## src/rtl/serial_pkg.sv

```systemverilog
// Shared definitions for the serial transmitter/receiver pair: line levels,
// FSM state encoding and the default word width.
package serial_pkg;

  typedef enum logic [1:0] {
    IDLE,
    DATA,
    PARITY,
    STOP
  } rx_state_e;

  localparam logic START_BIT  = 1'b0;
  localparam logic STOP_BIT   = 1'b1;
  localparam logic IDLE_LEVEL = 1'b1;

  localparam int unsigned DEF_DATA_W = 8;

endpackage

```

## src/rtl/bit_down_counter.sv

```systemverilog
// Loadable down counter with a zero flag; used to count the data bits of a frame.
module bit_down_counter #(
  parameter int unsigned CNT_W = 4
) (
  input  logic             i_clk,
  input  logic             i_rst_n,
  input  logic             i_ld,
  input  logic [CNT_W-1:0] i_ld_val,
  input  logic             i_dec,
  output logic             o_zero
);

  logic [CNT_W-1:0] r_cnt;

  always_ff @(posedge i_clk or negedge i_rst_n) begin
    if (!i_rst_n) begin
      r_cnt <= '0;
    end else if (i_ld) begin
      r_cnt <= i_ld_val;
    end else if (i_dec) begin
      r_cnt <= r_cnt - 1'b1;
    end
  end

  assign o_zero = (r_cnt == '0);

endmodule

```

## src/rtl/serial_receiver.sv

```systemverilog
// Serial frame receiver (start, DATA_W bits LSB-first, stop) with valid/ready delivery.
// Define SERIAL_RX_PARITY_EN to add an even-parity bit before the stop bit and a parErr pulse.
module serial_receiver
  import serial_pkg::*;
#(
  parameter int unsigned DATA_W = DEF_DATA_W,
  parameter int unsigned CNT_W  = 4
) (
  input  logic              clk,
  input  logic              rst,
  input  logic              en,
  input  logic              serIn,
  input  logic              ready,
  output logic [DATA_W-1:0] parOut,
  output logic              valid,
  output logic              frameErr,
  output logic              overrun,
`ifdef SERIAL_RX_PARITY_EN
  output logic              parErr,
`endif
  output logic              busy
);

  rx_state_e         r_state;
  rx_state_e         w_state_next;
  logic [DATA_W-1:0] r_shift;
  logic [DATA_W-1:0] r_par_out;
  logic              r_valid;
  logic              r_frame_err;
  logic              r_overrun;
  logic              w_ld;
  logic              w_dec;
  logic              w_zero;
  logic              w_stop;
  logic              w_good;
  logic              w_frame_err;
`ifdef SERIAL_RX_PARITY_EN
  logic              r_par_bad;
  logic              r_par_err;
  logic              w_par_err;
`endif

  bit_down_counter #(
    .CNT_W (CNT_W)
  ) u_bit_cnt (
    .i_clk    (clk),
    .i_rst_n  (rst),
    .i_ld     (w_ld),
    .i_ld_val (CNT_W'(DATA_W - 1)),
    .i_dec    (w_dec),
    .o_zero   (w_zero)
  );

  always_ff @(posedge clk or negedge rst) begin
    if (!rst) begin
      r_state <= IDLE;
    end else begin
      r_state <= w_state_next;
    end
  end

  always_comb begin
    w_state_next = r_state;
    if (!en) begin
      w_state_next = IDLE;
    end else begin
      case (r_state)
        IDLE:    if (serIn == START_BIT) w_state_next = DATA;
`ifdef SERIAL_RX_PARITY_EN
        DATA:    if (w_zero) w_state_next = PARITY;
`else
        DATA:    if (w_zero) w_state_next = STOP;
`endif
        PARITY:  w_state_next = STOP;
        STOP:    w_state_next = IDLE;
        default: w_state_next = IDLE;
      endcase
    end
  end

  always_comb begin
    busy        = (r_state != IDLE);
    w_ld        = en && (r_state == IDLE) && (serIn == START_BIT);
    w_dec       = en && (r_state == DATA) && !w_zero;
    w_stop      = en && (r_state == STOP);
    w_frame_err = w_stop && (serIn != STOP_BIT);
`ifdef SERIAL_RX_PARITY_EN
    // A bad stop bit masks a parity error.
    w_par_err   = w_stop && (serIn == STOP_BIT) && r_par_bad;
    w_good      = w_stop && (serIn == STOP_BIT) && !r_par_bad;
`else
    w_good      = w_stop && (serIn == STOP_BIT);
`endif
  end

  always_ff @(posedge clk or negedge rst) begin
    if (!rst) begin
      r_shift     <= '0;
      r_par_out   <= '0;
      r_valid     <= 1'b0;
      r_frame_err <= 1'b0;
      r_overrun   <= 1'b0;
`ifdef SERIAL_RX_PARITY_EN
      r_par_bad   <= 1'b0;
      r_par_err   <= 1'b0;
`endif
    end else begin
      if (en && (r_state == DATA)) begin
        r_shift <= {serIn, r_shift[DATA_W-1:1]};
      end
`ifdef SERIAL_RX_PARITY_EN
      if (en && (r_state == PARITY)) begin
        r_par_bad <= ^{serIn, r_shift};
      end
      r_par_err <= w_par_err;
`endif
      r_frame_err <= w_frame_err;
      // A same-edge handshake frees the holding register for the new word.
      if (w_good && (!r_valid || ready)) begin
        r_par_out <= r_shift;
        r_valid   <= 1'b1;
      end else if (r_valid && ready) begin
        r_valid <= 1'b0;
      end
      if (r_valid && ready) begin
        r_overrun <= 1'b0;
      end else if (w_good && r_valid) begin
        r_overrun <= 1'b1;
      end
    end
  end

  assign parOut   = r_par_out;
  assign valid    = r_valid;
  assign frameErr = r_frame_err;
  assign overrun  = r_overrun;
`ifdef SERIAL_RX_PARITY_EN
  assign parErr   = r_par_err;
`endif

endmodule

```

## config.mk

```make
export PLATFORM = sky130hd
export DESIGN_NAME = serial_receiver
export DESIGN_NICKNAME = d
export VERILOG_FILES = /design/src/rtl/serial_pkg.sv /design/src/rtl/bit_down_counter.sv /design/src/rtl/serial_receiver.sv
export SDC_FILE = /design/constraint.sdc
export NUM_CORES = 1
export LEC_CHECK = 0
export ABC_AREA = 1
export CAP_MARGIN = 20
export CORE_MARGIN = 10
export CORE_UTILIZATION = 39
export DETAILED_ROUTE_END_ITERATION = 10
export PLACE_DENSITY_LB_ADDON = 0.08
export SLEW_MARGIN = 0
export SYNTH_ARGS = -nofsm -noshare
export SYNTH_HDL_FRONTEND = slang
export SYNTH_SLANG_ARGS = --single-unit
```

## constraint.sdc

```tcl
create_clock -name clk -period 1.8 [get_ports clk]
set_clock_uncertainty 0.1 [all_clocks]
set_input_delay 0.36 -clock clk [delete_from_list [all_inputs] [get_ports clk]]
set_output_delay 0.36 -clock clk [all_outputs]
set_load 0.01 [all_outputs]
```

After elaboration in Yosys (flattened, before gate mapping)
Cells that the tools add are included.
{"block": "word_totals", "elab_cells": 44, "inputBits": 5, "out_inout_bits": 12, "register_bits": 25}
{"block": "op_classes", "n_eq_ne": 5, "n_reduce_logical": 20, "mux": 10, "bitwise_logic": 1, "addsub": 1}
{"operator": "$logic_and 1x1->1", "n": 10}
{"operator": "$mux 4", "n": 2}
{"operator": "$pmux 2 s4", "n": 1}
{"operator": "$reduce_bool 2->1", "n": 4}
{"operator": "$mux 2", "n": 3}
{"operator": "$ne 3x3->1 const B", "n": 2}
{"operator": "$eq 2x2->1 const B", "n": 2}
{"operator": "$logic_not 4->1", "n": 1}
{"operator": "$mux 1", "n": 4}
{"operator": "$sub 4x1->4 const B", "n": 1}
{"operator": "$eq 2x1->1 const B", "n": 1}
{"operator": "$logic_not 1->1", "n": 2}
{"operator": "$logic_not 2->1", "n": 1}
{"operator": "$reduce_and 2->1", "n": 1}
{"operator": "$logic_or 1x1->1", "n": 1}
{"operator": "$not 1->1", "n": 1}

Longest topological paths before layout
Gate-level depths: netlist (run 1).
{"block": "depth", "ltp_word": 6, "depth_mapped": 7, "depth_no_buf": 7}

Modules after synthesis
Synthesis (run 1) repeated with hierarchy kept, for this count alone.
{"block": "hier_totals", "cells_unflattened": 142, "hier_area_um2": 1188.6}
{"mod": "serial_receiver", "seq_area_each_um2": 525.5, "cells_each": 109, "area_per_inst_um2": 952.2, "n_inst": 1}
{"mod": "bit_down_counter", "seq_area_each_um2": 100.1, "cells_each": 33, "area_per_inst_um2": 236.5, "n_inst": 1}

Least setup slack after synthesis (run 1)
Ideal clock, no wire load.
{"block": "synth_timing", "kind": "reg2reg", "start": "register u_bit_cnt.r_cnt[0]", "end": "register r_state[0]", "path_stages_with_launch": 8, "synth_period_minus_slack_ns": 1.418, "setup_ns": 0.117, "setup_slack_ns": 0.382, "t_required_ns": 1.583, "arrival_time_ns": 1.202, "path_cell_list": "dfrtp_1 inv_1 ha_1 nand2_1 o21bai_1 nand2_1 nand2_1 nand2_1"}
{"block": "synth_between", "elab_chain_len": 3}
{"item": "start: declaration", "line": "bit_down_counter.sv:13", "source": "logic [CNT_W-1:0] r_cnt;"}
{"item": "start signal: assignment", "line": "bit_down_counter.sv:19", "source": "r_cnt <= i_ld_val;"}
{"item": "start signal: assignment", "line": "bit_down_counter.sv:21", "source": "r_cnt <= r_cnt - 1'b1;"}
{"item": "$logic_not 4->1", "line": "bit_down_counter.sv:25", "source": "assign o_zero = (r_cnt == '0);"}
{"item": "$ne 3x3->1 (no source line)"}
{"item": "$reduce_and 2->1 (no source line)"}
{"item": "end signal: assignment", "line": "serial_receiver.sv:58", "source": "r_state <= w_state_next;"}
{"item": "end: declaration", "line": "serial_receiver.sv:24", "source": "rx_state_e r_state;"}
Every way passes these cells.
A chain may end at the register's enable or synchronous reset.

Final worst setup path (run 1)
{"block": "layout_timing", "start": "register r_par_out[6], in the netlist parOut[6]", "end": "output port parOut[6]"}
{"item": "start: declaration", "line": "serial_receiver.sv:27", "source": "logic [DATA_W-1:0] r_par_out;"}
{"item": "start signal: assignment", "line": "serial_receiver.sv:120", "source": "r_par_out <= r_shift;"}
{"item": "end: declaration", "line": "serial_receiver.sv:14", "source": "output logic [DATA_W-1:0] parOut,"}
No word-level cell between the ends.

==> impl_metrics.ini, run 1 <==
[status]
status = finished, final reports clean

[place]
place_congestion = 0.7648
port_buffers = 16
dp.cells = 177
dp_hpwl_um = 1561

[sta]
fmax_mhz = 583.1
finalSetupViolations = 0
worstMarginPinSlew_ns = 0.3180
hold_ws_ns = 0.2807
layout_min_cycle_time_ns = 1.715
slew_viol_final = 0
slew-limit-headroom_pct = 78.80
finalCritPeriodShare_pct = 95.27
tns_ns = 0
finalHoldViolations = 0
rsz0062_at_grt = no

[grt]
grt_max_degree = 26
grt_pass1_wl_um = 3829
antenna_found_initial = 0
grt_pass1_vias = 854
grt_use_total_pct = 8.780
grt-ovfl-total = 0

[route]
post_drt_via_cell_ratio = 4.568
vias = 845
wl_per_cell_um = 11.52
routed_wirelength_um = 2132
ant_nets = 0
first_iter_violations = 22
drc = 0
dr.pass1.iters = 4

[setup_path]
crit_family = buffers and inverters
r2r-end = parOut[5]
r2r-start = r_state[1]
crit_arrival_ns = 1.25
critPathKind = flip-flop to output port
crit_path_cell_trace = clkdlybuf4s50_1
cp-start-kind = flip-flop
r2r_slack_ns = 0.28
cpPeakStageDelay_ns = 0.56
critPathRequiredTime_ns = 1.34
r2r_cells = 8
cp_slowest_cell = clkdlybuf4s50_1
cp-end-kind = output port
cp.buffers_inverters = 1
worstPathMaxFanout = 2

[floorplan]
die_area_mm2 = 0.005538
die_height_um = 74.42
initial_core_util_pct = 41.17
pin_count = 17
row_count = 19
core_area_mm2 = 0.002805
fp.dieW_um = 74.42

[clock_tree]
cts_htree_levels = 1
ctsRootBufferMaster = clkbuf_4
cts_buffers = 3
clock_latency_ns = 0.31
holdBufCountCts = 0
cts_tree = yes
cts_num_sinks = 25
cts.clk_slew.worst_paths_ns = 0.14
cts_buffer_depth = 2

[final_layout]
regArea_um2 = 625.6
fin_nets = 165
multi_input_area_um2 = 445.4
instances_no_fill = 185
num_antenna_cells = 0
nFillCells = 275
area_delta_synth_final_pct = 26.44
drive_above_1_share_pct = 19.48

[synth]
yosysSeqAreaShare_pct = 54.17
syn_nets = 135
synth_commonest_cells = nand2_1 (34), dfrtp_1 (25), inv_1 (19)
synthTopCellsByArea = dfrtp_1 (54%), nand2_1 (11%), inv_1 (6.2%)
syn_area_mm2 = 0.001155
ys_async_sr_fraction_pct = 100.0
postSynthCellCount = 125
yosysMostFrequentCell = nand2_1
ys_warn_count = 0
synth_top_area_share_pct = 54.17
avgSynthCellArea_um2 = 9.239
synth_edf_count = 0
synth.largest_area_cell = dfrtp_1
ys_types = 20
yosys_register_bits = 25
ys.flop_type = dfrtp_1

[power]
power_density_mw_per_mm2 = 1394
ir_worst_vdd_mv = 0.6409
p_leak_nw = 0.7382

[flow_run]
max-cap-violations = 0

[min_path]
worstHoldPathType = primary input to async pin
[flip-flops by register name, indices dropped and copies added, names as in the netlist]
register / flops
frameErr: 1
overrun: 1
parOut: 8
r_shift: 8
r_state: 2
u_bit_cnt.r_cnt: 4
valid: 1
[area by class of cell]
| cell class | instances | area share (%) |
|---|---|---|
| clock buffers | 3 | 1.542 |
| clock inverters | 1 | 0.5141 |
| inverters | 20 | 5.141 |
| multi-input cells | 78 | 30.51 |
| flip-flops and latches | 25 | 42.84 |
| well taps | 31 | 2.656 |
| repair buffers | 27 | 16.80 |
[placed cells by master, fill, tap and decap left out, drive strengths merged]
cell / count
nand3: 9
nor3: 2
nand3b: 1
inv: 20
dfrtp: 25
o21ai: 16
a21oi: 1
clkdlybuf4s50: 14
ha: 5
buf: 11
o21bai: 1
a21boi: 2
clkinvlp: 1
nor2: 3
dlymetal6s2s: 1
nand2: 37
nand4: 1
clkdlybuf4s15: 1
clkbuf: 3
[per-stage QoR]
stage | setup slack (ns) | cell area (um^2) | total power [mW] | utilization (%)
after global placement | 0.04434 | 1391 | 1.746 | 49.60
final | 0.08507 | 1460 | 2.036 | 52.05
after detailed placement | 0.01034 | 1391 | 1.762 | 49.60
after CTS | 0.01516 | 1438 | 2.055 | 51.25
after global routing | 0.01565 | 1460 | 2.242 | 52.05
after floorplan | 0.3817 | 1155 | 1.400 | -
[how the worst max path moves through the flow]
stage | start | end | cells past startpoint
after floorplan | u_bit_cnt.r_cnt[0] | r_state[0] | 7
after global placement | en | parOut[2] | 6
after detailed placement | en | parOut[5] | 6
after CTS | r_state[1] | busy | 4
after global routing | parOut[6] | parOut[6] | 1
final | parOut[6] | parOut[6] | 1
[layer usage]
layer	up-vias	share of wire [%]	wire length (um)	track usage (%)
met5	-	0	0	0
met3	2	5.0	106	2.793
met4	0	0.75	16	3.782
li1	454	-	-	-
met1	378	50	1072	11.81
met2	11	44	937	12.58
[repair_timing]
action,in CTS,in global routing
endpoints found under the setup margin,1,5
endpoints found under the hold margin,0,0
setup buffers,2,2
pin swaps,1,0
resized for setup,2,4
[logic make-up after synthesis]
kind of cell	after synthesis	share of synthesized area, %
and+or+nand+nor	53	21.02
AOI/OAI and AO/OA	20	11.59
DFF	25	54.17
buffers and inverters	22	7.800
adders and majority gates	5	5.417
[power breakdown]
part	switching [mW]	total (mW)	leakage (nW)	internal [mW]
logic	0.448	0.875	0.400	0.428
clock network	0.171	0.256	0.0139	0.0847
registers	0.131	0.904	0.324	0.773
total	0.751	2.04	0.738	1.29
Power figures use the tool's default switching activity.
==> inputs of run 2 (changes only) <==
==> constraint.sdc (replaced) <==
create_clock -name clk -period 2.1 [get_ports clk]
set_clock_uncertainty 0.1 [all_clocks]
set_input_delay 0.42 -clock clk [delete_from_list [all_inputs] [get_ports clk]]
set_output_delay 0.42 -clock clk [all_outputs]
set_load 0.01 [all_outputs]
==> run 2 against run 1 <==
Effect of this change:
- final area down 3.8%
- non-clock buffer count shrank 6
- total power shrank 16%
- clock-buffer cell count unchanged
- critical path depth rose by 3
- sequential cell count did not move
- clock power decreased by 14%
- sequential power down 14%
- core utilization is 2.0 points lower
- sequential share of layout area rose by 1.7 points
- critical path type unchanged
- first-iteration DRC count up 100%
==> impl_metrics.ini, run 2 (synthesized netlist as in run 1, its figures left out) <==
[min_path]
worstHoldPathType = primary input to async pin

[final_layout]
fin_nets = 159
final_cell_mix = nand2_1 (34), dfrtp_1 (25), inv_1 (19)
instances_no_fill = 179
nFillCells = 277
area_delta_synth_final_pct = 21.67
num_antenna_cells = 0
layout.cells.most_common = nand2_1
fin_util_pct = 50.09
drive_above_1_share_pct = 14.19
regArea_um2 = 625.6
multi_input_area_um2 = 439.2

[route]
post_drt_via_cell_ratio = 4.682
ant_nets = 0
first_iter_violations = 45
drc = 0
dr.pass1.iters = 4
wl_per_cell_um = 11.81
routed_wirelength_um = 2114
vias = 838

[clock_tree]
cts_htree_levels = 1
cts_tree = yes
ctsRootBufferMaster = clkbuf_4
cts.clk_slew.worst_paths_ns = 0.14
holdBufCountCts = 0
clock_latency_ns = 0.32
cts_buffers = 3
cts_buffer_depth = 2
cts_num_sinks = 25

[sta]
fmax_mhz = 540.0
finalCritPeriodShare_pct = 88.18
slew-limit-headroom_pct = 66.40
finalSetupViolations = 0
worstMarginPinSlew_ns = 0.5030
slew_viol_final = 0
rsz0062_at_grt = no
finalHoldViolations = 0
tns_ns = 0
setup_slack_ns = 0.2481
layout_min_cycle_time_ns = 1.852

[status]
status = finished, final reports clean

[setup_path]
r2r_slack_ns = 0.43
cp_common_cell = inv_1
cp-start-kind = flip-flop
crit_arrival_ns = 1.33
startpoint = r_state[1]
r2r-end = r_state[0]
cp-end-kind = output port
setup.worst_path.end = busy
critPathKind = flip-flop to output port
cp_slowest_cell = dfrtp_1
cpPeakStageDelay_ns = 0.43
critPathRequiredTime_ns = 1.58
r2r-start = u_bit_cnt.r_cnt[0]
r2r_cells = 7
crit_path_cell_trace = inv_1 > ha_1 > inv_1 > dlygate4sd2_1
worstPathMaxFanout = 3

[grt]
grt_pass1_vias = 821
grt_max_degree = 26
antenna_found_initial = 0
grt-ovfl-total = 0
grt_use_total_pct = 8.301
grt_pass1_wl_um = 3636

[flow_run]
max-cap-violations = 0

[floorplan]
die_area_mm2 = 0.005538
initial_core_util_pct = 41.17
row_count = 19
core_area_mm2 = 0.002805
die_height_um = 74.42
pin_count = 17
fp.dieW_um = 74.42

[place]
port_buffers = 16
dp.cells = 172
place_congestion = 0.7726
dp_hpwl_um = 1501
post-place-ws_ns = 0.1716

[power]
ir_worst_vdd_mv = 0.5154
p_leak_nw = 0.6953
power_density_mw_per_mm2 = 1220
total_power_mw = 1.714
## run 2: cell count changes in the layout (fill, tap and decap cells not counted), sizes merged
cell,change
buf,-6
clkdlybuf4s15,-1
clkdlybuf4s50,+1
dlygate4sd2,+1
dlymetal6s2s,-1
## run 2: per-stage QoR
stage	area [um^2]	hold WS [ns]
finish	1405	0.3476
global route	1405	0.3659
CTS	1405	0.3526
detailed placement	1354	0.3736
global placement	1354	0.3661
floorplan	1155	0.02441
## run 2: routing by layer
layer  up-vias  track usage [%]  routed length, um
met2        11            12.01                917
met1       389            10.68               1030
met5         -                0                  0
met4         0            4.412                 16
li1        436                -                  -
met3         2            2.793                150
## run 2: worst min path at each step
stage          startpoint  slack [ns]    endpoint  cells after the start
4_1_cts               rst        0.35   parOut[6]                      2
5_1_grt               rst        0.37     overrun                      2
6_report              rst        0.35  r_state[0]                      2
3_5_place_dp    parOut[0]        0.37   parOut[0]                      2
2_1_floorplan         rst        0.02    frameErr                      0
3_3_place_gp    parOut[0]        0.37   parOut[0]                      2
## run 2: cell type report
cell class	count	share of cell area [%]
timing repair buffer	21	13.98
clock inverter	1	0.5343
multi-input combinational	78	31.26
sequential	25	44.52
clock buffer	3	1.603
tap	31	2.760
inverter	20	5.343
## run 2: critical path: cells and delay by family (launching register included)
| family | cells | cell delay [ns] |
|---|---|---|
| adders and majority gates | 1 | 0.19 |
| buffers and inverters | 3 | 0.39 |
| DFF | 1 | 0.43 |
## run 2: power breakdown
group          total, mW  leakage (nW)  switching, mW  internal (mW)
Clock              0.221        0.0139          0.148         0.0727
Combinational      0.718         0.358          0.378          0.340
Sequential         0.775         0.324          0.112          0.663
Total               1.71         0.695          0.639           1.07
## run 2: timing repair
item | in CTS | in global routing
setup endpoints to repair | 1 | 0
gates resized for setup | 1 | 0
buffers inserted | 3 | 0
==> inputs of run 3 (changes only) <==
--- a/config.mk
+++ b/config.mk
@@ -7,6 +7,7 @@
 export LEC_CHECK = 0
 export ABC_AREA = 1
 export CAP_MARGIN = 20
+export CORE_ASPECT_RATIO = 0.9
 export CORE_MARGIN = 10
 export CORE_UTILIZATION = 39
 export DETAILED_ROUTE_END_ITERATION = 10
==> run 3 against run 2 <==
Effect of this change:
- final cell count rose by 5.0%
- global-route usage shrank 0.22 points
- final area up 0.62%
- sequential power about the same
- combinational power up 1%
- critical path depth did not move
- clock-buffer cell count unchanged
==> impl_metrics.ini, run 3 (synthesized netlist as in run 1, its figures left out) <==
[final_layout]
final_cell_mix = nand2_1 (34), dfrtp_1 (25), inv_1 (19)
nFillCells = 279
fin_nets = 159
num_antenna_cells = 0
layout.cells.most_common = nand2_1
fin_util_pct = 50.63
drive_above_1_share_pct = 14.19
area_delta_synth_final_pct = 22.43

[clock_tree]
clock_latency_ns = 0.33
cts_num_sinks = 25
holdBufCountCts = 0
cts_htree_levels = 1
cts_tree = yes
ctsRootBufferMaster = clkbuf_4
cts.clk_slew.worst_paths_ns = 0.14
cts_buffers = 3
cts_buffer_depth = 2

[sta]
layout_min_cycle_time_ns = 1.867
finalCritPeriodShare_pct = 88.89
tns_ns = 0
rsz0062_at_grt = no
worstMarginPinSlew_ns = 0.5248
finalHoldViolations = 0
slew-limit-headroom_pct = 64.94
fmax_mhz = 535.7
hold_ws_ns = 0.3344
slew_viol_final = 0
finalSetupViolations = 0

[place]
port_buffers = 16
dp_hpwl_um = 1517
place_congestion = 0.7347

[power]
ir_worst_vdd_mv = 0.5244
power_density_mw_per_mm2 = 1214
total_power_mw = 1.717
p_leak_nw = 0.6988

[floorplan]
die_area_mm2 = 0.005541
initial_core_util_pct = 41.35
row_count = 18
die_height_um = 71.63
pin_count = 17
fp.dieW_um = 77.36
core_area_mm2 = 0.002793

[grt]
grt_pass1_wl_um = 3774
antenna_found_initial = 0
grt_max_degree = 26
grt_use_total_pct = 8.080
grt-ovfl-total = 0
grt_pass1_vias = 861

[min_path]
worstHoldPathType = primary input to async pin

[route]
first_iter_violations = 72
routed_wirelength_um = 2115
ant_nets = 0
drc = 0
wl_per_cell_um = 11.25
dr.pass1.iters = 5
post_drt_via_cell_ratio = 4.622
vias = 869

[setup_path]
cp-end-kind = output port
critPathKind = flip-flop to output port
cp-start-kind = flip-flop
worstPathMaxFanout = 3
critPathRequiredTime_ns = 1.58
crit_arrival_ns = 1.35

[flow_run]
max-cap-violations = 0

[status]
status = finished, final reports clean
## run 3: area by class of cell
class | instances | area, um^2 | share of cell area (%)
Clock buffer | 3 | 22.52 | 1.593
Clock inverter | 1 | 5.005 | 0.3540
Inverter | 20 | 75.07 | 5.310
Multi-Input combinational cell | 78 | 439.2 | 31.06
Sequential cell | 25 | 625.6 | 44.25
Tap cell | 40 | 50.05 | 3.540
Timing Repair Buffer | 21 | 196.4 | 13.89
## run 3: power by group
| part | internal, mW | total [mW] | switching [mW] |
|---|---|---|---|
| clock | 0.0714 | 0.214 | 0.143 |
| combinational | 0.344 | 0.728 | 0.384 |
| sequential | 0.663 | 0.775 | 0.112 |
## run 3: worst paths after layout
check	cells after the start	slack, ns	startpoint	end
max in group asynchronous	2	1.31	rst	r_shift[4]
max reg2reg	8	0.32	r_state[0]	r_state[0]
min in group clk	2	0.39	parOut[0]	parOut[0]
min	2	0.33	rst	r_state[1]
min reg2reg	2	0.39	parOut[0]	parOut[0]
max	4	0.23	r_state[1]	busy
## run 3: critical path: stages, from the launching register on
cell	delay, ns
dfrtp_1	0.42
inv_1	0.09
ha_1	0.19
inv_1	0.04
dlygate4sd2_1	0.28
## run 3: per-layer routing
metal / up-vias / routed length, um / global-route usage, %
li1: 438 / - / -
met1: 410 / 998 / 9.524
met2: 19 / 924 / 12.62
met4: 0 / 13 / 2.429
met3: 2 / 178 / 4.115
met5: - / 0 / 0
## run 3: metrics by stage
stage          worst slack [ns]  cells  area, um^2
6_report                 0.2334    188        1414
2_1_floorplan            0.6817    125        1155
4_1_cts                  0.2202    188        1414
3_3_place_gp             0.1999    181        1365
3_5_place_dp             0.1594    181        1365
5_1_grt                  0.1454    188        1414
## run 3: timing repair
action	in CTS	in global routing
endpoints found under the hold margin	0	0
endpoints found under the setup margin	1	0
setup buffers	3	0
resized for setup	1	0
